--- src/rtl/risc_pkg.sv ---
// Shared types for the pipeline hazard controller: opcodes, the per-stage
// instruction record and the forwarding-select encoding.
package risc_pkg;

  localparam logic [6:0] OPC_LUI    = 7'b0110111;
  localparam logic [6:0] OPC_AUIPC  = 7'b0010111;
  localparam logic [6:0] OPC_JAL    = 7'b1101111;
  localparam logic [6:0] OPC_JALR   = 7'b1100111;
  localparam logic [6:0] OPC_BRANCH = 7'b1100011;
  localparam logic [6:0] OPC_LOAD   = 7'b0000011;
  localparam logic [6:0] OPC_STORE  = 7'b0100011;
  localparam logic [6:0] OPC_IMM_OP = 7'b0010011;
  localparam logic [6:0] OPC_OP     = 7'b0110011;

  typedef struct packed {
    logic       valid;
    logic [4:0] rd;
    logic       wr;
    logic       is_load;
    logic [4:0] rs1;
    logic       use1;
    logic [4:0] rs2;
    logic       use2;
  } stage_rec_t;

  typedef enum logic [1:0] {
    FWD_RF = 2'b00,
    FWD_Y  = 2'b01,
    FWD_R  = 2'b10
  } fwd_sel_t;

  // Y is the newer producer so it wins; a load in Y has no result yet.
  function automatic fwd_sel_t fwd_pick(input logic [4:0] rs, input logic en,
                                        input stage_rec_t y, input stage_rec_t r);
    fwd_sel_t sel;
    sel = FWD_RF;
    if (en && y.valid && y.wr && !y.is_load && (y.rd == rs))
      sel = FWD_Y;
    else if (en && r.valid && r.wr && (r.rd == rs))
      sel = FWD_R;
    return sel;
  endfunction

endpackage

--- src/rtl/risc_instr_decode.sv ---
// Combinational decode of the D-stage instruction into a stage record.
// Unknown opcodes and invalid slots decode to an all-zero bubble.
module risc_instr_decode
  import risc_pkg::*;
(
  input  logic [31:0] instr_d,
  input  logic        valid_d,
  output stage_rec_t  rec
);

  logic [6:0] opc;
  logic       known;
  logic       rd1;
  logic       rd2;
  logic       writes;
  logic       unused_bits;

  assign opc         = instr_d[6:0];
  assign unused_bits = ^{instr_d[31:25], instr_d[14:12]};

  always_comb begin
    known  = 1'b1;
    rd1    = 1'b0;
    rd2    = 1'b0;
    writes = 1'b1;
    case (opc)
      OPC_OP:                        begin rd1 = 1'b1; rd2 = 1'b1; end
      OPC_BRANCH, OPC_STORE:         begin rd1 = 1'b1; rd2 = 1'b1; writes = 1'b0; end
      OPC_IMM_OP, OPC_LOAD, OPC_JALR: rd1 = 1'b1;
      OPC_LUI, OPC_AUIPC, OPC_JAL:   ;
      default:                       known = 1'b0;
    endcase
  end

  always_comb begin
    rec = '0;
    if (valid_d && known) begin
      rec.valid   = 1'b1;
      rec.rd      = instr_d[11:7];
      rec.wr      = writes && (instr_d[11:7] != 5'd0);
      rec.is_load = (opc == OPC_LOAD);
      rec.rs1     = instr_d[19:15];
      rec.use1    = rd1;
      rec.rs2     = instr_d[24:20];
      rec.use2    = rd2;
    end
  end

endmodule

--- src/rtl/risc_pipe_ctrl.sv ---
// Hazard controller for the five-stage pipe: tracks X/Y/R records and drives
// forwarding selects, load-use stalls, branch flushes and memory freezes.
module risc_pipe_ctrl
  import risc_pkg::*;
#(
  parameter int CNT_W = 16
) (
  input  logic             clk,
  input  logic             rst,
  input  logic [31:0]      instr_d,
  input  logic             valid_d,
  input  logic             branch_taken_x,
  input  logic             mem_busy,
  output logic             stall_f,
  output logic             stall_d,
  output logic             flush_d,
  output logic             bubble_x,
  output logic             hold_xyr,
  output logic [1:0]       fwd_a_sel,
  output logic [1:0]       fwd_b_sel,
  output logic [CNT_W-1:0] stall_cnt,
  output logic [CNT_W-1:0] flush_cnt
);

  stage_rec_t rec_d;
  stage_rec_t st_x;
  stage_rec_t st_y;
  stage_rec_t st_r;
  logic       init_q;
  logic       blocked;
  logic       mb_eff;
  logic       br_eff;
  logic       lu;
  logic       unused_r;

  risc_instr_decode u_dec (
    .instr_d (instr_d),
    .valid_d (valid_d),
    .rec     (rec_d)
  );

  // Controls stay quiet during reset and the first cycle out of it.
  assign blocked = rst | init_q;
  assign mb_eff  = mem_busy & ~blocked;
  assign br_eff  = branch_taken_x & ~blocked;

  assign lu = st_x.valid & st_x.is_load & st_x.wr & valid_d &
              ((rec_d.use1 & (rec_d.rs1 == st_x.rd)) |
               (rec_d.use2 & (rec_d.rs2 == st_x.rd)));

  always_comb begin
    stall_f  = 1'b0;
    stall_d  = 1'b0;
    flush_d  = 1'b0;
    bubble_x = 1'b0;
    hold_xyr = 1'b0;
    if (mb_eff) begin
      stall_f  = 1'b1;
      stall_d  = 1'b1;
      hold_xyr = 1'b1;
    end else if (br_eff) begin
      flush_d  = 1'b1;
      bubble_x = 1'b1;
    end else if (lu) begin
      stall_f  = 1'b1;
      stall_d  = 1'b1;
      bubble_x = 1'b1;
    end
  end

  assign fwd_a_sel = fwd_pick(st_x.rs1, st_x.use1, st_y, st_r);
  assign fwd_b_sel = fwd_pick(st_x.rs2, st_x.use2, st_y, st_r);
  assign unused_r  = ^{st_r.is_load, st_r.rs1, st_r.use1, st_r.rs2, st_r.use2};

  always_ff @(posedge clk or posedge rst) begin
    if (rst) begin
      st_x      <= '0;
      st_y      <= '0;
      st_r      <= '0;
      init_q    <= 1'b1;
      stall_cnt <= '0;
      flush_cnt <= '0;
    end else begin
      init_q <= 1'b0;
      if (!mb_eff) begin
        st_r <= st_y;
        st_y <= st_x;
        st_x <= (bubble_x || !valid_d) ? '0 : rec_d;
      end
      if (lu && !mb_eff && !br_eff && (stall_cnt != {CNT_W{1'b1}}))
        stall_cnt <= stall_cnt + 1'b1;
      if (br_eff && !mb_eff && (flush_cnt != {CNT_W{1'b1}}))
        flush_cnt <= flush_cnt + 1'b1;
    end
  end

endmodule

--- config.mk ---
export PLATFORM = sky130hd
export DESIGN_NAME = risc_pipe_ctrl
export DESIGN_NICKNAME = d
export VERILOG_FILES = /design/src/rtl/risc_pkg.sv /design/src/rtl/risc_instr_decode.sv /design/src/rtl/risc_pipe_ctrl.sv
export SDC_FILE = /design/constraint.sdc
export NUM_CORES = 1
export LEC_CHECK = 0
export CORE_ASPECT_RATIO = 1.2
export CORE_MARGIN = 5
export CORE_UTILIZATION = 51
export CTS_CLUSTER_DIAMETER = 80
export DETAILED_ROUTE_END_ITERATION = 12
export GPL_TIMING_DRIVEN = 0
export PLACE_DENSITY_LB_ADDON = 0.08
export SKIP_LAST_GASP = 1
export SYNTH_ARGS = -nofsm -noshare
export SYNTH_HDL_FRONTEND = slang
export SYNTH_HIERARCHICAL = 1
export SYNTH_SLANG_ARGS = --single-unit
--- constraint.sdc ---
create_clock -name clk -period 4.35 [get_ports clk]
set_input_delay 0.87 -clock clk [delete_from_list [all_inputs] [get_ports clk]]
set_output_delay 0.87 -clock clk [all_outputs]
set_load 0.02 [all_outputs]
After elaboration in Yosys (flattened, before gate mapping)
Cells that the tools add are included.
{ "word_totals": {"ff_bits": 68, "input_bits": 37, "output_inout_bits": 41, "word_cells": 97} }
{ "classes": {"add_sub_neg": 2, "mux": 18, "bitwise": 11, "n_eq_ne": 17, "n_reduce_logical": 31} }
{ "ops": {"columns": ["operator", "n"], "rows": [
  ["20-bit 2-to-1 mux", 2],
  ["16-bit by 1-bit adder with 16-bit output, second input constant", 2],
  ["16-bit != test, second input constant", 2],
  ["5-bit equality test", 6],
  ["7-bit by 6-bit equality test with 1-bit output, second input constant", 3],
  ["7-bit equality test, second input constant", 3],
  ["1-bit logical AND", 21],
  ["7-bit by 5-bit equality test with 1-bit output, second input constant", 2],
  ["1-bit 2-to-1 mux", 12],
  ["9-bit OR reduction", 1],
  ["1-bit AND", 8],
  ["2-bit 2-to-1 mux", 4],
  ["7-bit by 2-bit equality test with 1-bit output, second input constant", 1],
  ["6-bit OR reduction", 1],
  ["5-bit nonzero test", 1],
  ["1-bit logical NOT", 4],
  ["3-bit OR reduction", 1],
  ["1-bit bitwise OR", 2],
  ["2-bit OR reduction", 1],
  ["1-bit logical OR", 1],
  ["1-bit NOT", 1]
]} }

Depth between registers and ports, before layout
Gate-level depths: netlist of the first run.
{ "logic_depth": {"depth_word": 14, "ltp_mapped": 12, "mapped_depth_nobuf": 9} }

Cells and area by module
Netlist of the first run, hierarchy kept.
{ "by_module_without_submodules": {"columns": ["module", "n_inst", "area_each_um2", "seq_area_each_um2", "cells_each"], "rows": [
  ["risc_pipe_ctrl", 1, 3308.2, 1702.9, 314],
  ["risc_instr_decode", 1, 225.2, 0.0, 33]
]} }

Worst setup path before layout of the first run
Ideal clock, no wire load.
{ "synth_path": {"path_type": "input port to output port", "from": "input instr_d[4]", "to": "output stall_f", "arrival_time_ns": 3.237, "required_time_ns": 3.480, "n_path_buf": 3, "slack_ns": 0.243, "cell_stages": 11, "path_cell_list": "nand3b_1 > a221oi_2 > clkbuf_2 > and2_1 > xnor2_1 > nand4_1 > o22ai_2 > buf_2 > nand2_1 > o21ai_0 > buf_4"} }
{ "synth_lines": {"columns": ["element", "line", "source"], "rows": [
  ["start: declaration", "risc_pipe_ctrl.sv:10", "input logic [31:0] instr_d,"],
  ["end: declaration", "risc_pipe_ctrl.sv:14", "output logic stall_f,"]
]} }

==> impl_metrics.yaml, run 1 <==
outcome:
  status: "complete, no violations"
placement:
  place_area_um2: 4320
  dp.cells: 501
  pre_cts_ws_ps: -900
  dp_hpwl_um: 5820
  port_buffers: 67
  gp_congestion: 0.834
power_and_ir_drop:
  p_per_area_nw_per_um2: 283
  leakagePower_uw: 0.00205
  peakVddDrop_uv: 155
  finalPower_uw: 1300
worst_setup_path:
  path_cells: "clkdlybuf4s50_1, nand3_1, a221oi_4, buf_4, and2_1, xnor2_1, nand4_1, o22ai_4, buf_6, nand2_1, o21ai_2, buf_4, buf_4"
  crit_path_top_delay_cell: "clkdlybuf4s50_1"
  reg2reg_slack_ps: 2360
  cp_top_family: "buffers and inverters"
  crit_path_start_kind: "input port"
  critical_path_arrival_ps: 3330
  worstPathMaxFanout: 4
  setup.worst_path.end_class: "primary output"
  cpPeakStageDelay_ps: 520
  crit_type: "in2out"
  reg2reg_depth: 7
  required_ps: 3480
  critical_path_buf_inv_count: 5
  cp_common_cell: "buf_4"
  r2r-start: "st_x[17]"
  rr_endpoint: "st_x[4]"
yosys:
  syn_area_per_cell_um2: 10.2
  ys_seq_area_share_pct: 48.2
  synth_cell_types: 48
  synth_seq_cells: 68
  synth_flop_cell: "dfrtp_1"
  ys_async_sr_fraction_pct: 100
  netlist_instances: 347
  synth_edf_count: 0
  synth_fp_nets: 386
  yosysWarnings: 6
  syn_area_um2: 3530
floorplanning:
  fp.dieW_um: 86.0
  ios: 78
  core_area_um2: 6810
  num_rows: 33
  start_util_pct: 51.9
  fp.dieH_um: 101
  die_area_um2: 8700
timing:
  final_hold_viol_count: 0
  hold_ws_ps: 474
  setup_slack_ps: 147
  finalMaxSlewViolations: 0
  max_slew_margin_pct: 45.3
  skew_ps: 15.0
  period_minus_slack_ps: 4200
  period_share_pct: 96.6
  worstMarginPinSlew_ps: 821
  fmax_mhz: 238
  rsz0062_at_grt: "false"
  finalSetupViolations: 0
worst_hold_path:
  worst_hold_startpoint: "st_y[12]"
  hold_class: "reg2reg"
  hold_end: "st_y[12]"
  min_path_cells: 2
detailed_routing:
  wl_per_cell_um: 15.0
  num_vias: 2809
  via_per_inst: 5.38
  dr.pass1.iters: 4
  drtIter0Drc: 99
  routed_wl_um: 7820
  drc_errors: 0
  final_antenna_net_count: 0
global_route:
  grt_max_degree: 69
  track_usage_pct: 18.8
  antenna_found_initial: 0
  grt_first_pass_wirelength_um: 12900
  grt_overflow: 0
  first_global_vias: 2758
cts:
  ctsHoldBuffers: 0
  path_clk_slew_ps: 60
  clock_latency_ps: 340
  htreeDepth: 3
  clk_root_buffer_cell: "clkbuf_8"
  clockBufferDepth: 2
  cts_sinks: 68
  cts_buffers: 9
  cts_tree: "built"
layout:
  num_antenna_cells: 0
  nNetsFinal: 469
  nFillCells: 573
  stdcell_count: 522
  final_cell_mix: "dfrtp_1 (67), nand2_1 (62), clkdlybuf4s50_1 (60)"
  final_common_cell: "dfrtp_1"
  drive_gt1_share_pct: 11.7
  final_cell_area_um2: 4580
  syn_to_final_growth_pct: 29.6
flow_run:
  cap_violations: 0
## layout make-up
cell class | count | area [um2] | share of cell area (%)
Buffer | 11 | 71.3 | 1.56
Clock inverter | 2 | 12.5 | 0.273
Clock buffer | 14 | 163 | 3.55
Multi-Input combinational cell | 260 | 1780 | 38.9
Timing Repair Buffer | 72 | 706 | 15.4
Sequential cell | 68 | 1700 | 37.2
Tap cell | 87 | 109 | 2.38
Inverter | 8 | 32.5 | 0.710
## stage by stage
step                      util [%]  TNS (ps)
after floorplan                  -         0
after global placement        63.3     -2260
after detailed placement      63.3     -2370
after CTS                     66.9         0
after global routing          67.2         0
final                         67.2         0
## synthesized netlist by cell type, drive strengths merged (5+ instances only)
library cell	count	area share [%]
nand4	19	3.4
clkbuf	5	0.57
nor3	7	1.6
nor4	5	1.5
nand2	62	6.6
and3	7	1.2
buf	6	1.0
xnor2	47	12
dfrtp	67	47
nor2	11	1.2
a22o	20	5.0
and2	19	3.4
xor2	10	2.5
nand3	19	2.7
inv	8	0.85
## power breakdown
group | total (uW) | internal, uW | leakage [uW] | switching, uW
registers | 677 | 652 | 0.000940 | 25.2
clock network | 464 | 238 | 0.0000867 | 226
logic | 155 | 76.3 | 0.00103 | 79.1
total | 1300 | 966 | 0.00205 | 331
## layer usage
metal	routed length [um]	track usage (%)
met3	263	3.01
met1	3480	24.3
met4	136	8.04
met2	3930	31.5
met5	0	0
## worst min-delay path: cells and delay by family, from the launching register on
kind | cells | cell delay [ps]
and+or+nand+nor | 2 | 100
DFF | 1 | 340
## cell families (layout without fill, tap and decap cells)
kind of cell / Yosys count / in the layout / synth area share (%)
fa+ha+maj: 2 / 2 / 0.708
flops: 68 / 68 / 48.2
mux: 4 / 4 / 1.27
xor+xnor: 57 / 57 / 14.1
buf+inv: 19 / 107 / 2.44
simple gates: 162 / 162 / 24.9
compound gates: 34 / 34 / 8.29
other cells: 1 / 1 / 0.106
## timing repair
action	in CTS	in global routing
pin swaps	5	6
gates cloned	1	0
endpoints found under the setup margin	3	3
hold endpoints to repair	0	0
setup buffers	4	0
gates resized for setup	24	14
## worst max path at each step
stage                           from      end  slack (ps)  depth (start not counted)
final                        valid_d  stall_f         150                         13
after global routing      instr_d[2]  stall_f          10                         14
after CTS                 instr_d[6]  stall_d          20                         12
after detailed placement  instr_d[4]  stall_f        -900                         13
after global placement    instr_d[4]  stall_f        -860                         13
after floorplan           instr_d[4]  stall_f         240                         11
## state kept, by name, indices dropped and copies added (netlist names)
register and cells:
init_q 1, st_y 8, st_r 7, flush_cnt 16, st_x 20, stall_cnt 16
(Power assumes the default switching activity.)
==> run 2, diff against run 1 <==
CORE_UTILIZATION = 50   (was 51)
SYNTH_HIERARCHICAL = not set   (was 1)
==> run 2 against run 1 <==
Effect of this change:
- synthesized area is 3.3% lower
- fmax is 0.48% higher
- sequential share of layout area is 0.92 points higher
- sequential power hardly changed
- die area is 1.3% lower
- clock power is 24% higher
- non-clock buffer count is 6 lower
- global-route usage is 0.63 points higher
- count of clock-buffer cells in the layout is 2 lower
- setup slack better by 20 ps
- total power is 9.8% higher
- sequential cell count stayed put
- critical path type unchanged
==> impl_metrics.yaml, run 2 <==
timing:
  period_minus_slack_ps: 4180
  setup_slack_ps: 168
  finalSetupViolations: 0
  period_share_pct: 96.1
  finalMaxSlewViolations: 0
  final_hold_viol_count: 0
  setup_tns_ps: 0
  skew_ps: 6.46
  worstMarginPinSlew_ps: 841
  max_slew_margin_pct: 44.0
  rsz0062_at_grt: "false"
  hold_ws_ps: 497
  fmax_mhz: 239
global_route:
  track_usage_pct: 19.5
  antenna_found_initial: 0
  grt_overflow: 0
  first_global_vias: 2544
  grt_first_pass_wirelength_um: 13000
  grt_max_degree: 69
cts:
  clock_latency_ps: 340
  path_clk_slew_ps: 80
  cts_buffers: 9
  clk_root_buffer_cell: "clkbuf_8"
  cts_sinks: 68
  clockBufferDepth: 2
  htreeDepth: 3
  cts_tree: "built"
worst_hold_path:
  hold_end: "flush_cnt[15]"
  hold_class: "reg2reg"
  min_path_cells: 1
  worst_hold_startpoint: "flush_cnt[15]"
yosys:
  synth_flop_cell: "dfrtp_1"
  ys_async_sr_fraction_pct: 100
  syn_area_um2: 3420
  syn_area_per_cell_um2: 11.7
  synth_commonest_cells: "dfrtp_1 (67), xnor2_1 (32), xor2_1 (24)"
  yosysWarnings: 0
  synth_top_area_cell: "dfrtp_1"
  yosysMostFrequentCell: "dfrtp_1"
  synth_fp_nets: 332
  netlist_instances: 293
  synth_top_area_share_pct: 49.1
  synth_edf_count: 0
  synth_cell_types: 60
  synth_area_leaders: "dfrtp_1 (49%), xnor2_1 (8.2%), xor2_1 (6.2%), mux2_2 (4.9%), a22o_1 (4.6%)"
  ys_seq_area_share_pct: 49.9
  synth_seq_cells: 68
placement:
  pre_cts_ws_ps: -404
  dp_hpwl_um: 5720
  gp_congestion: 0.800
  place_area_um2: 4200
  port_buffers: 67
power_and_ir_drop:
  switching_share_pct: 24.3
  p_per_area_nw_per_um2: 319
  peakVddDrop_uv: 179
  comb_power_share_pct: 11.9
  leakagePower_uw: 0.00204
  clkPwrFrac_pct: 40.5
  netSwitchingPower_uw: 346
  pwr-share-seq_pct: 47.6
  intPower_uw: 1080
worst_setup_path:
  reg2reg_depth: 8
  crit_path_start_kind: "input port"
  rr_endpoint: "flush_cnt[15]"
  reg2reg_slack_ps: 1890
  setup.worst_path.end_class: "primary output"
  required_ps: 3480
  worstPathMaxFanout: 5
  crit_type: "in2out"
  r2r-start: "flush_cnt[4]"
  critical_path_arrival_ps: 3310
detailed_routing:
  via_per_inst: 5.42
  wl_per_cell_um: 16.8
  dr.pass1.iters: 4
  final_antenna_net_count: 0
  drtIter0Drc: 113
  drc_errors: 0
  num_vias: 2527
  routed_wl_um: 7840
layout:
  final_cell_area_um2: 4470
  drive_gt1_share_pct: 15.8
  num_antenna_cells: 0
  reg_top3: "st_x x20, flush_cnt x16, stall_cnt x16"
  final_cell_mix: "dfrtp_1 (67), clkdlybuf4s50_1 (63), xnor2_1 (32)"
  fin_util_pct: 66.4
  final_common_cell: "dfrtp_1"
  largest-register: "st_x"
  syn_to_final_growth_pct: 30.8
  nFillCells: 534
  largest_reg_flops: 20
  nNetsFinal: 413
outcome:
  status: "complete, no violations"
floorplanning:
  die_area_um2: 8590
  fp.dieW_um: 85.5
  fp.dieH_um: 101
  ios: 78
  core_area_um2: 6730
  start_util_pct: 50.8
  num_rows: 33
flow_run:
  cap_violations: 0
[run 2: cell count changes in the layout (fill, tap and decap cells not counted), moves of 5 or more]
cell and change:
xnor2_1 -15, xor2_1 +14, mux2_2 +12, and2_1 -14, and2_4 -5, nand4_1 -9, nand2_1 -40
[run 2: cell type report]
| class | count | area (um2) | area share (%) |
|---|---|---|---|
| Multi-Input combinational cell | 212 | 1680 | 37.5 |
| Sequential cell | 68 | 1700 | 38.1 |
| Clock inverter | 4 | 72.6 | 1.62 |
| Inverter | 6 | 25.0 | 0.560 |
| Buffer | 7 | 45.0 | 1.01 |
| Clock buffer | 12 | 145 | 3.25 |
| Timing Repair Buffer | 70 | 692 | 15.5 |
| Tap cell | 87 | 109 | 2.44 |
[run 2: timing repair]
item,in CTS,in global routing
buffers inserted,3,0
setup endpoints to repair,3,1
gates resized for setup,9,1
pin swaps,2,0
cloned,0,0
hold buffers,0,0
[run 2: cells by family (layout without fill, tap and decap cells)]
group / Yosys count / count (layout) / share of synthesized area (%)
simple gates: 96 / 96 / 17.3
other cells: 1 / 1 / 0.110
xor+xnor: 56 / 56 / 14.4
fa+ha+maj: 2 / 2 / 0.732
compound gates: 41 / 41 / 10.4
flops: 68 / 68 / 49.9
mux: 16 / 16 / 5.24
buf+inv: 13 / 99 / 1.98
[run 2: worst max path at each step]
stage	from	endpoint	slack, ps
detailed placement	instr_d[6]	stall_f	-400
CTS	instr_d[2]	bubble_x	30
global route	instr_d[2]	stall_f	40
global placement	instr_d[6]	stall_f	-360
finish	instr_d[2]	stall_f	170
floorplan	instr_d[2]	stall_f	900
[run 2: power groups by stage]
| stage | clock network [uW] | logic, uW | registers, uW |
|---|---|---|---|
| floorplan | 0 | 66.2 | 708 |
| global placement | 0 | 168 | 690 |
| detailed placement | 0 | 170 | 691 |
| CTS | 590 | 172 | 679 |
| global route | 620 | 186 | 683 |
| finish | 577 | 169 | 678 |
[run 2: through the flow]
stage | std cells | total power, uW
detailed placement | 447 | 861
finish | 466 | 1420
global placement | 447 | 858
CTS | 466 | 1440
global route | 466 | 1490
floorplan | 293 | 774
[run 2: critical path, cell delays in order]
cell,delay (ps)
clkdlybuf4s50_1,530
nor3b_2,250
a2111oi_4,70
buf_4,180
buf_4,140
a2111oi_4,340
o21ai_2,150
o21ai_4,190
nand2_1,70
nand2_1,90
buf_4,110
dlygate4sd2_1,320
[run 2: metal layers]
metal	share of wire, %	global-route usage, %
met4	2.3	9.74
met5	0	0
met2	50	31.6
met3	3.7	3.60
met1	44	24.9
